**src/rtl/sbox_share_arb.sv**
```systemverilog
// Shares one pipelined SubBytes engine between the round datapath (RD) and key expansion (KS).
// Build option SBOX_ARB_KS_PRIO_EN: KS wins every tie (fixed priority) instead of round-robin.
module sbox_share_arb #(
    parameter int DATA_W = 128,
    parameter int LAT    = 1
) (
    input  logic              clk,
    input  logic              reset,
    input  logic              rd_valid,
    output logic              rd_ready,
    input  logic [DATA_W-1:0] rd_data,
    input  logic              ks_valid,
    output logic              ks_ready,
    input  logic [31:0]       ks_data,
    output logic              rd_resp_valid,
    input  logic              rd_resp_ready,
    output logic [DATA_W-1:0] rd_resp_data,
    output logic              ks_resp_valid,
    input  logic              ks_resp_ready,
    output logic [31:0]       ks_resp_data,
    output logic              sb_valid_in,
    output logic [DATA_W-1:0] sb_data_in,
    input  logic              sb_valid_out,
    input  logic [DATA_W-1:0] sb_data_out,
    output logic              err
);
    localparam logic ID_RD = 1'b0;
    localparam logic ID_KS = 1'b1;

    logic              run_q;
    logic              rd_inflight_q, rd_inflight_d;
    logic              ks_inflight_q, ks_inflight_d;
    logic              rd_resp_valid_q, rd_resp_valid_d;
    logic [DATA_W-1:0] rd_resp_data_q, rd_resp_data_d;
    logic              ks_resp_valid_q, ks_resp_valid_d;
    logic [31:0]       ks_resp_data_q, ks_resp_data_d;
    logic [DATA_W-1:0] sb_data_q;
    logic              err_q, err_d;
    logic [LAT-1:0]    tag_v_q;
    logic [LAT-1:0]    tag_id_q;
`ifndef SBOX_ARB_KS_PRIO_EN
    logic              ptr_ks_q, ptr_ks_d;
`endif

    logic              rd_elig_s, ks_elig_s;
    logic              gnt_rd_s, gnt_ks_s;
    logic [DATA_W-1:0] ks_ext_s;
    logic              last_v_s, last_id_s;
    logic              cap_rd_s, cap_ks_s;
    logic              rd_hs_s, ks_hs_s;

    // Eligibility and one-grant-per-cycle arbitration
    always_comb begin
        rd_elig_s = run_q & rd_valid & ~rd_inflight_q & ~rd_resp_valid_q;
        ks_elig_s = run_q & ks_valid & ~ks_inflight_q & ~ks_resp_valid_q;
        gnt_rd_s  = 1'b0;
        gnt_ks_s  = 1'b0;
        case ({rd_elig_s, ks_elig_s})
            2'b10: gnt_rd_s = 1'b1;
            2'b01: gnt_ks_s = 1'b1;
            2'b11: begin
`ifdef SBOX_ARB_KS_PRIO_EN
                gnt_ks_s = 1'b1;
`else
                if (ptr_ks_q) begin
                    gnt_ks_s = 1'b1;
                end else begin
                    gnt_rd_s = 1'b1;
                end
`endif
            end
            default: begin
                gnt_rd_s = 1'b0;
                gnt_ks_s = 1'b0;
            end
        endcase
    end

    // Engine input mux; holds the last driven value when idle
    always_comb begin
        ks_ext_s       = '0;
        ks_ext_s[31:0] = ks_data;
        if (gnt_rd_s) begin
            sb_data_in = rd_data;
        end else if (gnt_ks_s) begin
            sb_data_in = ks_ext_s;
        end else begin
            sb_data_in = sb_data_q;
        end
    end

    assign rd_ready    = gnt_rd_s;
    assign ks_ready    = gnt_ks_s;
    assign sb_valid_in = gnt_rd_s | gnt_ks_s;

    // Result routing, in-flight bookkeeping and sticky error
    always_comb begin
        last_v_s  = tag_v_q[LAT-1];
        last_id_s = tag_id_q[LAT-1];
        cap_rd_s  = sb_valid_out & last_v_s & (last_id_s == ID_RD);
        cap_ks_s  = sb_valid_out & last_v_s & (last_id_s == ID_KS);
        rd_hs_s   = rd_resp_valid_q & rd_resp_ready;
        ks_hs_s   = ks_resp_valid_q & ks_resp_ready;

        rd_resp_valid_d = rd_resp_valid_q;
        rd_resp_data_d  = rd_resp_data_q;
        if (cap_rd_s && !rd_resp_valid_q) begin
            rd_resp_valid_d = 1'b1;
            rd_resp_data_d  = sb_data_out;
        end else if (rd_hs_s) begin
            rd_resp_valid_d = 1'b0;
        end else begin
            rd_resp_valid_d = rd_resp_valid_q;
        end

        ks_resp_valid_d = ks_resp_valid_q;
        ks_resp_data_d  = ks_resp_data_q;
        if (cap_ks_s && !ks_resp_valid_q) begin
            ks_resp_valid_d = 1'b1;
            ks_resp_data_d  = sb_data_out[31:0];
        end else if (ks_hs_s) begin
            ks_resp_valid_d = 1'b0;
        end else begin
            ks_resp_valid_d = ks_resp_valid_q;
        end

        rd_inflight_d = rd_inflight_q;
        if (gnt_rd_s) begin
            rd_inflight_d = 1'b1;
        end else if (rd_hs_s) begin
            rd_inflight_d = 1'b0;
        end else begin
            rd_inflight_d = rd_inflight_q;
        end

        ks_inflight_d = ks_inflight_q;
        if (gnt_ks_s) begin
            ks_inflight_d = 1'b1;
        end else if (ks_hs_s) begin
            ks_inflight_d = 1'b0;
        end else begin
            ks_inflight_d = ks_inflight_q;
        end

        // A capture into a full register keeps the old data and flags the overrun
        err_d = err_q | (sb_valid_out != last_v_s)
                      | (cap_rd_s & rd_resp_valid_q)
                      | (cap_ks_s & ks_resp_valid_q);

`ifndef SBOX_ARB_KS_PRIO_EN
        ptr_ks_d = ptr_ks_q;
        if (gnt_rd_s) begin
            ptr_ks_d = 1'b1;
        end else if (gnt_ks_s) begin
            ptr_ks_d = 1'b0;
        end else begin
            ptr_ks_d = ptr_ks_q;
        end
`endif
    end

    // State registers and tag pipeline
    always_ff @(posedge clk or negedge reset) begin
        if (!reset) begin
            run_q           <= 1'b0;
            rd_inflight_q   <= 1'b0;
            ks_inflight_q   <= 1'b0;
            rd_resp_valid_q <= 1'b0;
            rd_resp_data_q  <= '0;
            ks_resp_valid_q <= 1'b0;
            ks_resp_data_q  <= 32'h0;
            sb_data_q       <= '0;
            err_q           <= 1'b0;
            tag_v_q         <= '0;
            tag_id_q        <= '0;
        end else begin
            run_q           <= 1'b1;
            rd_inflight_q   <= rd_inflight_d;
            ks_inflight_q   <= ks_inflight_d;
            rd_resp_valid_q <= rd_resp_valid_d;
            rd_resp_data_q  <= rd_resp_data_d;
            ks_resp_valid_q <= ks_resp_valid_d;
            ks_resp_data_q  <= ks_resp_data_d;
            sb_data_q       <= sb_data_in;
            err_q           <= err_d;
            tag_v_q[0]      <= gnt_rd_s | gnt_ks_s;
            tag_id_q[0]     <= gnt_ks_s;
            for (int i = 1; i < LAT; i++) begin
                tag_v_q[i]  <= tag_v_q[i-1];
                tag_id_q[i] <= tag_id_q[i-1];
            end
        end
    end

`ifndef SBOX_ARB_KS_PRIO_EN
    // Round-robin pointer, resets to KS
    always_ff @(posedge clk or negedge reset) begin
        if (!reset) begin
            ptr_ks_q <= 1'b1;
        end else begin
            ptr_ks_q <= ptr_ks_d;
        end
    end
`endif

    assign rd_resp_valid = rd_resp_valid_q;
    assign rd_resp_data  = rd_resp_data_q;
    assign ks_resp_valid = ks_resp_valid_q;
    assign ks_resp_data  = ks_resp_data_q;
    assign err           = err_q;
endmodule

```
**config.mk**
```make
export PLATFORM = sky130hd
export DESIGN_NAME = sbox_share_arb
export DESIGN_NICKNAME = d
export VERILOG_FILES = /design/src/rtl/sbox_share_arb.sv
export SDC_FILE = /design/constraint.sdc
export NUM_CORES = 1
export LEC_CHECK = 0
export BUFFER_PORTS_ARGS = -buffer_cell sky130_fd_sc_hd__buf_4
export CORE_AREA = 4 4 230 232
export DETAILED_ROUTE_END_ITERATION = 8
export DIE_AREA = 0 0 234 236
export GPL_TIMING_DRIVEN = 0
export MAX_ROUTING_LAYER = met4
export PLACE_DENSITY = 0.54
export SLEW_MARGIN = 25
export SYNTH_ARGS = -nofsm -noshare
export SYNTH_HDL_FRONTEND = slang
export SYNTH_SLANG_ARGS = --single-unit
```
**constraint.sdc**
```tcl
create_clock -name clk -period 2.4 [get_ports clk]
set_input_delay 0.36 -clock clk [delete_from_list [all_inputs] [get_ports clk]]
set_output_delay 0.36 -clock clk [all_outputs]
set_load 0.02 [all_outputs]
```
==> results of run 1 <==
## cells by family (layout without fill, tap and decap cells)
group,after synthesis,count (layout),share of synthesized area (%)
other cells,1,1,0.0337
mux,161,161,16.3
fa+ha+maj,1,1,0.112
buf+inv,58,762,2.85
compound gates,134,134,11.2
simple gates,45,46,2.83
flops,297,297,66.7
## metal layers
layer / share of wire, % / vias up / wire (microns) / track usage (%)
met5: 0 / - / 0 / -
met4: 3.8 / 0 / 1550 / 5.65
met3: 9.3 / 82 / 3810 / 4.77
met2: 51 / 411 / 20900 / 24.1
met1: 36 / 4449 / 14900 / 15.1
li1: - / 3981 / - / -
## report_power, final
part           total [mW]  internal [mW]  switching (mW)  leakage [nW]
clock network        5.84           3.69            2.16         0.626
registers            8.23           7.22            1.01          3.65
logic                12.7           6.47            6.26          5.16
## final cells by class
cell class | count | area, sq um
Buffer | 51 | 503
Clock buffer | 49 | 1040
Clock inverter | 15 | 238
Fill cell | 4909 | 31700
Inverter | 5 | 33.8
Multi-Input combinational cell | 343 | 3760
Sequential cell | 297 | 7440
Tap cell | 680 | 851
Timing Repair Buffer | 641 | 5390
Timing Repair inverter | 1 | 11.3
## path summary, 6_finish.rpt
path	endpoint	cells after the start	slack, ps
min in group asynchronous	rd_resp_data[96]	2	370
max in group asynchronous	sb_data_q[51]	4	830
hold / removal	rd_resp_data[121]	2	60
hold reg to reg	rd_inflight_q	2	480
setup / recovery	sb_data_in[110]	8	-210
setup reg to reg	rd_resp_data[35]	5	170
## flip-flops by register name (all words and copies together), names as in the netlist
register	count
ptr_ks_q	1
ks_resp_data	32
sb_data_q	128
last_v_s	1
run_q	1
ks_resp_valid	1
last_id_s	1
rd_resp_valid	1
rd_resp_data	128
ks_inflight_q	1
err	1
rd_inflight_q	1
## what timing repair did
item                                   4_1_cts  5_1_grt
buffers inserted                            13       26
pin swaps                                   16       64
setup endpoints to repair                  131      131
resized for setup                          109      116
cloned                                       5        6
hold buffers                                 2        0
endpoints found under the hold margin       58        0
## through the flow
| step | power [mW] | cells |
|---|---|---|
| floorplan | 14.1 | 697 |
| global placement | 19.4 | 1965 |
| detailed placement | 19.5 | 1968 |
| CTS | 26.2 | 2052 |
| global route | 28.2 | 2082 |
| finish | 26.8 | 2082 |
## placed cells by master, fill, tap and decap left out, types with 3 or more instances in the layout
cell	synthesis	final
clkbuf_2	0	4
clkbuf_16	0	42
buf_4	1	537
o221a_4	0	13
bufinv_16	0	6
o221a_2	32	19
buf_6	7	97
inv_1	4	3
a22o_1	96	71
nand3b_1	32	32
nand2_1	7	7
buf_12	0	9
clkinv_2	0	5
mux2_2	161	161
buf_2	33	21
clkbuf_1	12	7
dfrtp_1	296	294
buf_8	0	6
a22o_4	0	25
clkbuf_8	0	8
buf_16	0	5
## critical path: cells and delay by family, from the launching register on
| family | cells | cell delay [ps] |
|---|---|---|
| compound gates | 2 | 390 |
| flops | 1 | 400 |
| buf+inv | 5 | 660 |
| simple gates | 1 | 250 |
==> results.md, run 1 <==
* Crit path capture type: output port
* Outcome: complete, but fails checks
* Pwr dens at 1390 mW/mm^2
* Vias in the first global route at 9619
* Global route overflow at 0
* Die Ht at 236 microns
* Global-route wire length before repair at 58.6 mm
* Area leader, netlist: dfrtp_1
* Fmax achieved at 383 MHz
* H-tree depth at 2
* Netlist cell types at 23
* Post-Layout Inst Area at 0.0193 sq mm
* DR vias at 8923
* Primary FF master, synth: dfrtp_1
* Global Route Usage Sum at 14.2%
* Clk sinks at 297
* Initial antenna violation count at 0
* Final Util at 37.8%
* Setup TNS at -20120 ps
* Final setup fails at 129
* Ys Warns at 0
* Worst-path maximum fanout at 7
* Routed WL at 41.2 mm
* CP Launch Point: rd_resp_valid
* Fin Hold WS at 58.5 ps
* CTS root buf: clkbuf_16
* Final Hold Vio Count at 0
* Largest net degree at the start of global routing at 89
* Synth Cell Area at 0.0111 sq mm
* Layout cells sized above 1 at 69.6%
* Arrival time of the worst setup path at 2250 ps
* Vias per cell at 4.29
* Most common cell in the netlist: dfrtp_1
* Crit-path cells: nand4bb_4 -> a21o_1 -> buf_12 -> inv_12 -> buf_12 -> clkbuf_16 -> a22o_1 -> buf_6
* DRT Pass-1 Iters at 5
* Final worst setup slack at -211 ps
* Critical path class: flip-flop to output port
* Avg Cell Area, Syn at 16.0 sq um
* CP required at 2040 ps
* Die area at 0.0552 sq mm
* Commonest cells post-synth: 296 x dfrtp_1, 161 x mux2_2, 96 x a22o_1
* Worst min path class: input pin to flip-flop
* Rows at 83
* Syn nets at 993
* Dpl ws at 73.4 ps
* Sequential fraction of the synthesis area at 66.7%
* Dominant cells by area after synthesis: dfrtp_1 66%, mux2_2 16%, a22o_1 7.5%
* DR iter-0 viols at 239
* Top cell type's share of synthesized area at 66.5%
* Synth async-reset ratio at 100%
* Worst-path clk slew at 60 ps
* CTS tree: built
* Failing checks: setup timing
* #FFs+latches synth at 297
* Unrepaired setup endpoints after global routing: yes
* DRC at 0
* Clk buf depth at 3
* Input/output buffers at 588
* NumNets Final at 1672
* Starting Density at 21.9%
* Routed length per instance at 19.8 microns
* Reg2reg start: last_v_s
* Placed inst area at 0.0165 sq mm
* Critical path's slowest cell: dfrtp_2
* Io pins at 589
* Fin crit share at 109%
* CP startpoint kind: flip-flop
* EDFF count, synth at 0
* CP max stage delay at 400 ps
* Max-slew violations at 0
* Max Cap Viol at 0
* VDD IR max at 0.000845 V
* Worst-skew pair later-pin latency at 530 ps
* Min Tclk post-route at 2610 ps
* Gpl congestion at 0.801
* Placeable Area at 0.0510 sq mm
* Diode count at 0
* HP Start: sb_data_out[121]
* Mapped Cells at 697
* Most common cell on crit path: buf_12
* Final ANT Viol Nets at 0
* Clock Skew at 14.5 ps
* Lkg Pwr at 9.43 nW
* Total CTS buffers at 36
* Die span in x at 234 microns
* P&R area growth vs syn at 72.9%
* Detailed placement HPWL at 30.2 mm
(Power assumes the default switching activity.)
==> inputs of run 2 (changes only) <==
Settings changed: CORE_AREA 4 4 230 232 to 2 2 228 230, DIE_AREA 0 0 234 236 to 0 0 230 232, RECOVER_POWER set to 50.
==> run 2 against run 1 <==
Net effect:
- the flow still finishes with violations (setup timing)
- die area shrank 3.4%
- clock skew fell by 1.8 ps
- fmax decreased by 1.6%
- utilization down 1.9 points
- cell count shrank 0.67%
- critical endpoint is now sb_data_in[112]
==> results.md, run 2 (synthesis results as in run 1) <==
* Fillers at 5134 (+4.6%)
* Critical path's slowest cell: dfrtp_2
* Starting Density at 21.9% (+0.045 points)
* H-tree depth at 2 (unchanged)
* Final Hold Vio Count at 0 (unchanged)
* Final ANT Viol Nets at 0 (unchanged)
* Pwr dens at 1360 mW/mm^2 (-2.4%)
* Rows at 83 (unchanged)
* Gpl congestion at 0.841 (+5.0%)
* VDD IR max at 0.000681 V (-19%)
* Die Ht at 232 microns (-1.7%)
* Routed WL at 39.5 mm (-4.2%)
* Fmax achieved at 377 MHz (-1.6%)
* Unrepaired setup endpoints after global routing: yes
* DR vias at 8791 (-1.5%)
* Commonest non-fill, non-tap cell in the layout: buf_4
* Final Util at 35.9% (-1.9 points)
* Failing checks: setup timing
* Vias per cell at 4.25 (-0.81%)
* Initial antenna violation count at 1 (+1)
* Total CTS buffers at 35 (-2.8%)
* Routed length per instance at 19.1 microns (-3.5%)
* Critical path class: flip-flop to output port
* Crit-path cells: nand4bb_1 -> buf_6 -> and2_4 -> buf_12 -> buf_12 -> buf_16 -> a22o_1 -> buf_6
* Max-slew violations at 0 (unchanged)
* CP max stage delay at 430 ps (+30 ps)
* Commonest non-fill, non-tap cells in the layout: 365 x buf_4, 295 x dfrtp_1, 174 x clkbuf_1
* Crit path capture type: output port
* NumNets Final at 1658 (-0.84%)
* Worst-path clk slew at 60 ps (about the same)
* Die area at 0.0534 sq mm (-3.4%)
* Min Tclk post-route at 2650 ps (+42.3 ps)
* Detailed placement HPWL at 29.4 mm (-2.8%)
* Clk buf depth at 3 (unchanged)
* P&R area growth vs syn at 63.9%
* Worst min path class: input pin to flip-flop
* Global Route Usage Sum at 14.6% (+0.40 points)
* CTS tree: built
* Io pins at 589 (unchanged)
* Final setup fails at 129 (unchanged)
* Vias in the first global route at 9562 (-0.59%)
* Placeable Area at 0.0509 sq mm (-0.20%)
* DR iter-0 viols at 294 (+23%)
* Largest net degree at the start of global routing at 90 (+1.1%)
* Clock Skew at 12.7 ps (-1.83 ps)
* CP required at 2040 ps (about the same)
* CTS root buf: clkbuf_16
* Final worst setup slack at -253 ps (-42.3 ps)
* DRC at 0 (unchanged)
* Outcome: complete, but fails checks
* Non-Filler Instances at 2068 (-0.67%)
* Placed Cells at 1968 (unchanged)
* DRT Pass-1 Iters at 4 (-1)
* CP startpoint kind: flip-flop
* Max Cap Viol at 0 (unchanged)
* Arrival time of the worst setup path at 2290 ps (+40 ps)
* Input/output buffers at 588 (unchanged)
* Global route overflow at 0 (unchanged)
* Worst relative slew slack at 27.3%
* Worst-Margin Slew at 1090 ps
* Global-route wire length before repair at 58.1 mm (-0.84%)
* Worst-skew pair later-pin latency at 530 ps (about the same)
* Worst-path maximum fanout at 7 (unchanged)
* Lkg Pwr at 8.60 nW (-8.8%)
* Fin crit share at 111% (+1.8 points)
* Layout cells sized above 1 at 56.3% (-13 points)
* Die span in x at 230 microns (-1.7%)
* Clk sinks at 297 (unchanged)
## run 2: cell types whose count changed in the layout (fill, tap and decap cells not counted), sizes merged
cell	previous run	this run
buf	675	501
inv	8	5
and2	2	1
bufinv	6	0
bufbuf	2	1
clkinv	5	4
clkbuf	62	233
diode	0	1
## run 2: where the power goes
part | switching (mW) | total (mW) | internal, mW | leakage, nW
registers | 0.970 | 8.19 | 7.22 | 3.65
clock network | 2.07 | 5.11 | 3.04 | 0.536
logic | 6.18 | 11.5 | 5.32 | 4.42
total | 9.22 | 24.8 | 15.6 | 8.60
## run 2: stage by stage
stage          worst slack [ps]  hold WS [ps]  power [mW]  cell area (sq um)  TNS (ps)
3_3_place_gp              -1790           467        19.3              16400   -513380
5_1_grt                    -345          15.5        26.1              18300    -59760
2_1_floorplan               331          64.4        14.1              11100         0
3_5_place_dp               36.2           286        19.5              16500         0
6_report                   -253          62.7        24.8              18300    -24860
4_1_cts                    -275          9.06        25.6              18300    -29650
## run 2: final cells by class
type | count | area (sq um) | share of cell area, %
repair buffers | 628 | 4610 | 25.2
multi-input cells | 342 | 3720 | 20.4
plain buffers | 53 | 508 | 2.78
diodes | 1 | 2.50 | 0.0137
inverters | 5 | 31.3 | 0.171
well taps | 680 | 851 | 4.66
clock buffers | 56 | 1070 | 5.85
flip-flops and latches | 297 | 7430 | 40.7
clock inverters | 6 | 35.0 | 0.192
## run 2: critical path, delay by kind of cell, from the launching register on
kind            cells  cell delay, ps
compound gates      1             230
buf+inv             5             730
simple gates        2             380
flops               1             430
## run 2: final timing paths
check / cells after the start / slack [ps] / to / startpoint
max in group asynchronous: 4 / 40 / sb_data_q[84] / reset
min in group asynchronous: 2 / 590 / rd_resp_data[41] / reset
worst max register to register: 5 / 260 / rd_resp_data[122] / last_v_s
worst min register to register: 2 / 490 / rd_inflight_q / rd_inflight_q
worst min-delay path: 2 / 60 / rd_resp_data[91] / sb_data_out[91]
worst max-delay path: 8 / -250 / sb_data_in[112] / ks_resp_valid
## run 2: repair_timing
item,in CTS,in global routing
buffers inserted,17,12
setup endpoints to repair,131,143
gates cloned,3,3
resized for setup,132,79
pin swaps,28,4
hold buffers,2,0
hold endpoints to repair,41,0
## run 2: metal layers
| metal | global-route usage (%) | vias to the layer above | share of wire, % |
|---|---|---|---|
| met4 | 4.17 | 0 | 1.9 |
| met1 | 16.1 | 4373 | 39 |
| met3 | 4.70 | 56 | 8.2 |
| li1 | - | 3954 | - |
| met2 | 25.1 | 408 | 51 |
| met5 | - | - | 0 |
==> inputs of run 3 (changes only) <==
Settings changed: ABC_AREA set to 1, CORE_AREA 2 2 228 230 to 2 2 226 228, DIE_AREA 0 0 230 232 to 0 0 228 230, PLACE_DENSITY 0.54 to 0.56.
==> run 3 against run 2 <==
Net effect:
- the flow still finishes with violations (setup timing)
- global-route usage up 3.0 points
- first-iteration DRC count increased by 100%
- count of clock-buffer cells in the layout decreased by 4
- cell area is 10% higher
- synthesized cell count increased by 92%
- synthesized area grew 6.7%
- combinational power grew 13%
- sequential cell count is the same
- non-clock buffer count up 41
- worst hold slack got worse by 11 ps
- power increased by 8.4%
- cell count is 32% higher
==> results.md, run 3 <==
* Syn nets at 1636 (+65%)
* Final worst setup slack at -49.1 ps (+204 ps)
* Worst-path maximum fanout at 7 (unchanged)
* Worst-path clk slew at 60 ps (about the same)
* Arrival time of the worst setup path at 2090 ps (-200 ps)
* Crit path capture type: output port
* Clock Skew at 15.3 ps (+2.59 ps)
* Die Ht at 230 microns (-0.86%)
* H-tree depth at 2 (unchanged)
* Fillers at 5047 (-1.7%)
* Final Hold Vio Count at 0 (unchanged)
* HP Start: rd_data[125]
* Non-Filler Instances at 2720 (+32%)
* Vias per cell at 4.28 (+0.69%)
* Fmax achieved at 408 MHz (+8.3%)
* Outcome: complete, but fails checks
* Top cell type's share of synthesized area at 62.3% (-4.2 points)
* Vias in the first global route at 12100 (+26%)
* Layout cells sized above 1 at 45.5% (-11 points)
* DR iter-0 viols at 601 (+100%)
* Lkg Pwr at 11.0 nW (+28%)
* Clk buf depth at 3 (unchanged)
* Io pins at 589 (unchanged)
* Commonest non-fill, non-tap cells in the layout: 553 x buf_4, 353 x nand2_1, 295 x dfrtp_1
* Detailed placement HPWL at 34.6 mm (+18%)
* Max-slew violations at 0 (unchanged)
* Diode count at 0 (-1)
* Dominant cells by area after synthesis: dfrtp_1 62%, nand2_1 16%, o21ai_0 6.9%
* VDD IR max at 0.000715 V (+5.0%)
* Internal reg-to-reg setup slack at 100 ps (-160 ps)
* Total CTS buffers at 37 (+5.7%)
* Placed inst area at 0.0172 sq mm (+4.5%)
* Commonest non-fill, non-tap cell in the layout: buf_4
* Unrepaired setup endpoints after global routing: yes
* EDFF count, synth at 0 (unchanged)
* Reg2reg start: ks_resp_valid
* Worst R2R Path Depth at 15 (+10)
* Area leader, netlist: dfrtp_1
* Worst relative slew slack at 26.9% (-0.35 points)
* Netlist cell types at 17 (-26%)
* DRT Pass-1 Iters at 4 (unchanged)
* Initial antenna violation count at 0 (-1)
* Mapped Cells at 1340 (+92%)
* DR vias at 11600 (+32%)
* Most common cell in the netlist: nand2_1
* Die area at 0.0524 sq mm (-1.7%)
* Gpl congestion at 0.933 (+11%)
* Routed length per instance at 17.2 microns (-10%)
* Primary FF master, synth: dfrtp_1
* Synth Cell Area at 0.0119 sq mm (+6.7%)
* Sequential fraction of the synthesis area at 62.5% (-4.2 points)
* DR WL met2 at 23.7 mm (+18%)
* Global-route wire length before repair at 69.9 mm (+20%)
* Fin Hold WS at 51.9 ps (-10.8 ps)
* CTS tree: built
* Hold depth at 3 (+1)
* Worst reg2reg path endpoint: sb_data_q[112]
* Max Cap Viol at 0 (unchanged)
* CP required at 2040 ps (about the same)
* Routed WL at 46.7 mm (+18%)
* Avg Cell Area, Syn at 8.87 sq um (-45%)
* Largest net degree at the start of global routing at 91 (+1.1%)
* DRC at 0 (unchanged)
* Pwr dens at 1330 mW/mm^2 (-1.7%)
* Commonest cells post-synth: 501 x nand2_1, 296 x dfrtp_1, 164 x o21ai_0
* Failing checks: setup timing
* Global Route Usage Sum at 17.5% (+3.0 points)
* Global route overflow at 0 (unchanged)
* Starting Density at 23.8% (+1.9 points)
* Placeable Area at 0.0499 sq mm (-2.0%)
* Wl on met1 at 17.8 mm (+16%)
* Die span in x at 228 microns (-0.87%)
* Met3 wire len at 3.58 mm (+10%)
* Ys Warns at 0 (unchanged)
* P&R area growth vs syn at 69.5%
* CTS root buf: clkbuf_16
* Input/output buffers at 588 (unchanged)
* Final ANT Viol Nets at 0 (unchanged)
* Hold-critical path endpoint: sb_data_q[125]
* Rows at 82 (-1.2%)
* #FFs+latches synth at 297 (unchanged)
* Critical path class: flip-flop to output port
* Fin crit share at 102% (-8.5 points)
* CP startpoint kind: flip-flop
* Post-Layout Inst Area at 0.0201 sq mm (+10%)
* Final setup fails at 43 (-67%)
* Min Tclk post-route at 2450 ps (-204 ps)
* Worst-Margin Slew at 1100 ps (+5.27 ps)
* Worst min path class: input pin to flip-flop
* Placed Cells at 2603 (+32%)
* Synth async-reset ratio at 100% (unchanged)
* Worst-skew pair later-pin latency at 530 ps (about the same)
* Clk sinks at 297 (unchanged)
* NumNets Final at 2317 (+40%)
* Max layer used: met4
## run 3: cell types whose count changed after synthesis, sizes merged, moves of 32 or more
cell,previous run,this run
a22o,96,0
nand2,7,503
nand3,1,115
o221a,32,0
nor2,0,43
mux2,161,0
nand3b,32,0
inv,5,136
o21ai,2,164
## run 3: timing repair
action / in CTS / in global routing
pin swaps: 19 / 40
resized for setup: 166 / 210
hold buffers: 3 / 0
endpoints found under the setup margin: 130 / 154
cloned: 2 / 4
setup buffers: 23 / 21
endpoints found under the hold margin: 77 / 0
## run 3: cells by family after synthesis
group / share of synthesized area [%]
other: 0.0315
and+or+nand+nor: 22.2
AOI/OAI and AO/OA: 6.91
adders and majority gates: 0.105
buffers and inverters: 8.23
DFF: 62.5
## run 3: per-stage QoR
| step | TNS, ps | utilization, % | total power, mW | setup WS [ps] |
|---|---|---|---|---|
| 2_1_floorplan | 0 | - | 13.9 | 553 |
| 3_3_place_gp | -523360 | 34.4 | 19.5 | -1810 |
| 3_5_place_dp | 0 | 34.6 | 19.6 | 76.4 |
| 4_1_cts | -2800 | 38.6 | 26.2 | -84.2 |
| 5_1_grt | -11310 | 40.4 | 28.5 | -147 |
| 6_report | -514 | 40.4 | 26.9 | -49.1 |
## run 3: worst max-delay path by stage
stage,endpoint,cells after the start,start,slack (ps)
3_5_place_dp,rd_resp_data[34],6,sb_valid_out,80
5_1_grt,sb_data_in[33],9,ks_resp_valid,-150
2_1_floorplan,sb_data_in[15],6,ks_resp_valid,550
4_1_cts,sb_data_in[51],10,rd_resp_valid,-80
3_3_place_gp,sb_data_q[87],1,reset,-1810
6_report,sb_data_in[40],9,ks_resp_valid,-50
## run 3: cell type report
cell class | count | area, sq um | share of cell area (%)
clock inverter | 14 | 169 | 0.838
clock buffer | 52 | 1050 | 5.22
sequential | 297 | 7430 | 36.9
buffer | 79 | 642 | 3.19
multi-input combinational | 827 | 4160 | 20.6
timing repair buffer | 643 | 5330 | 26.4
tap | 672 | 841 | 4.17
inverter | 136 | 526 | 2.61
## run 3: routing by layer
metal	vias to the layer above	GRT usage (%)
li1	5541	-
met1	5578	19.4
met2	441	30.0
met3	82	5.27
met4	0	6.23
met5	-	-
## run 3: report_power, final
group          internal [mW]  leakage, nW  switching (mW)  total [mW]
clock network           3.40        0.601            2.20        5.60
registers               7.24         3.74            1.02        8.27
logic                   5.66         6.69            7.36        13.0
total                   16.3         11.0            10.6        26.9
## run 3: critical path, cell delays in order, from the launching register on
cell and delay, ps:
dfrtp_2 440, nor2_4 110, nand3_2 110, nand2_4 150, clkinv_8 100, buf_12 170, buf_8 140, nand2_1 70
nand2_2 100, buf_6 150
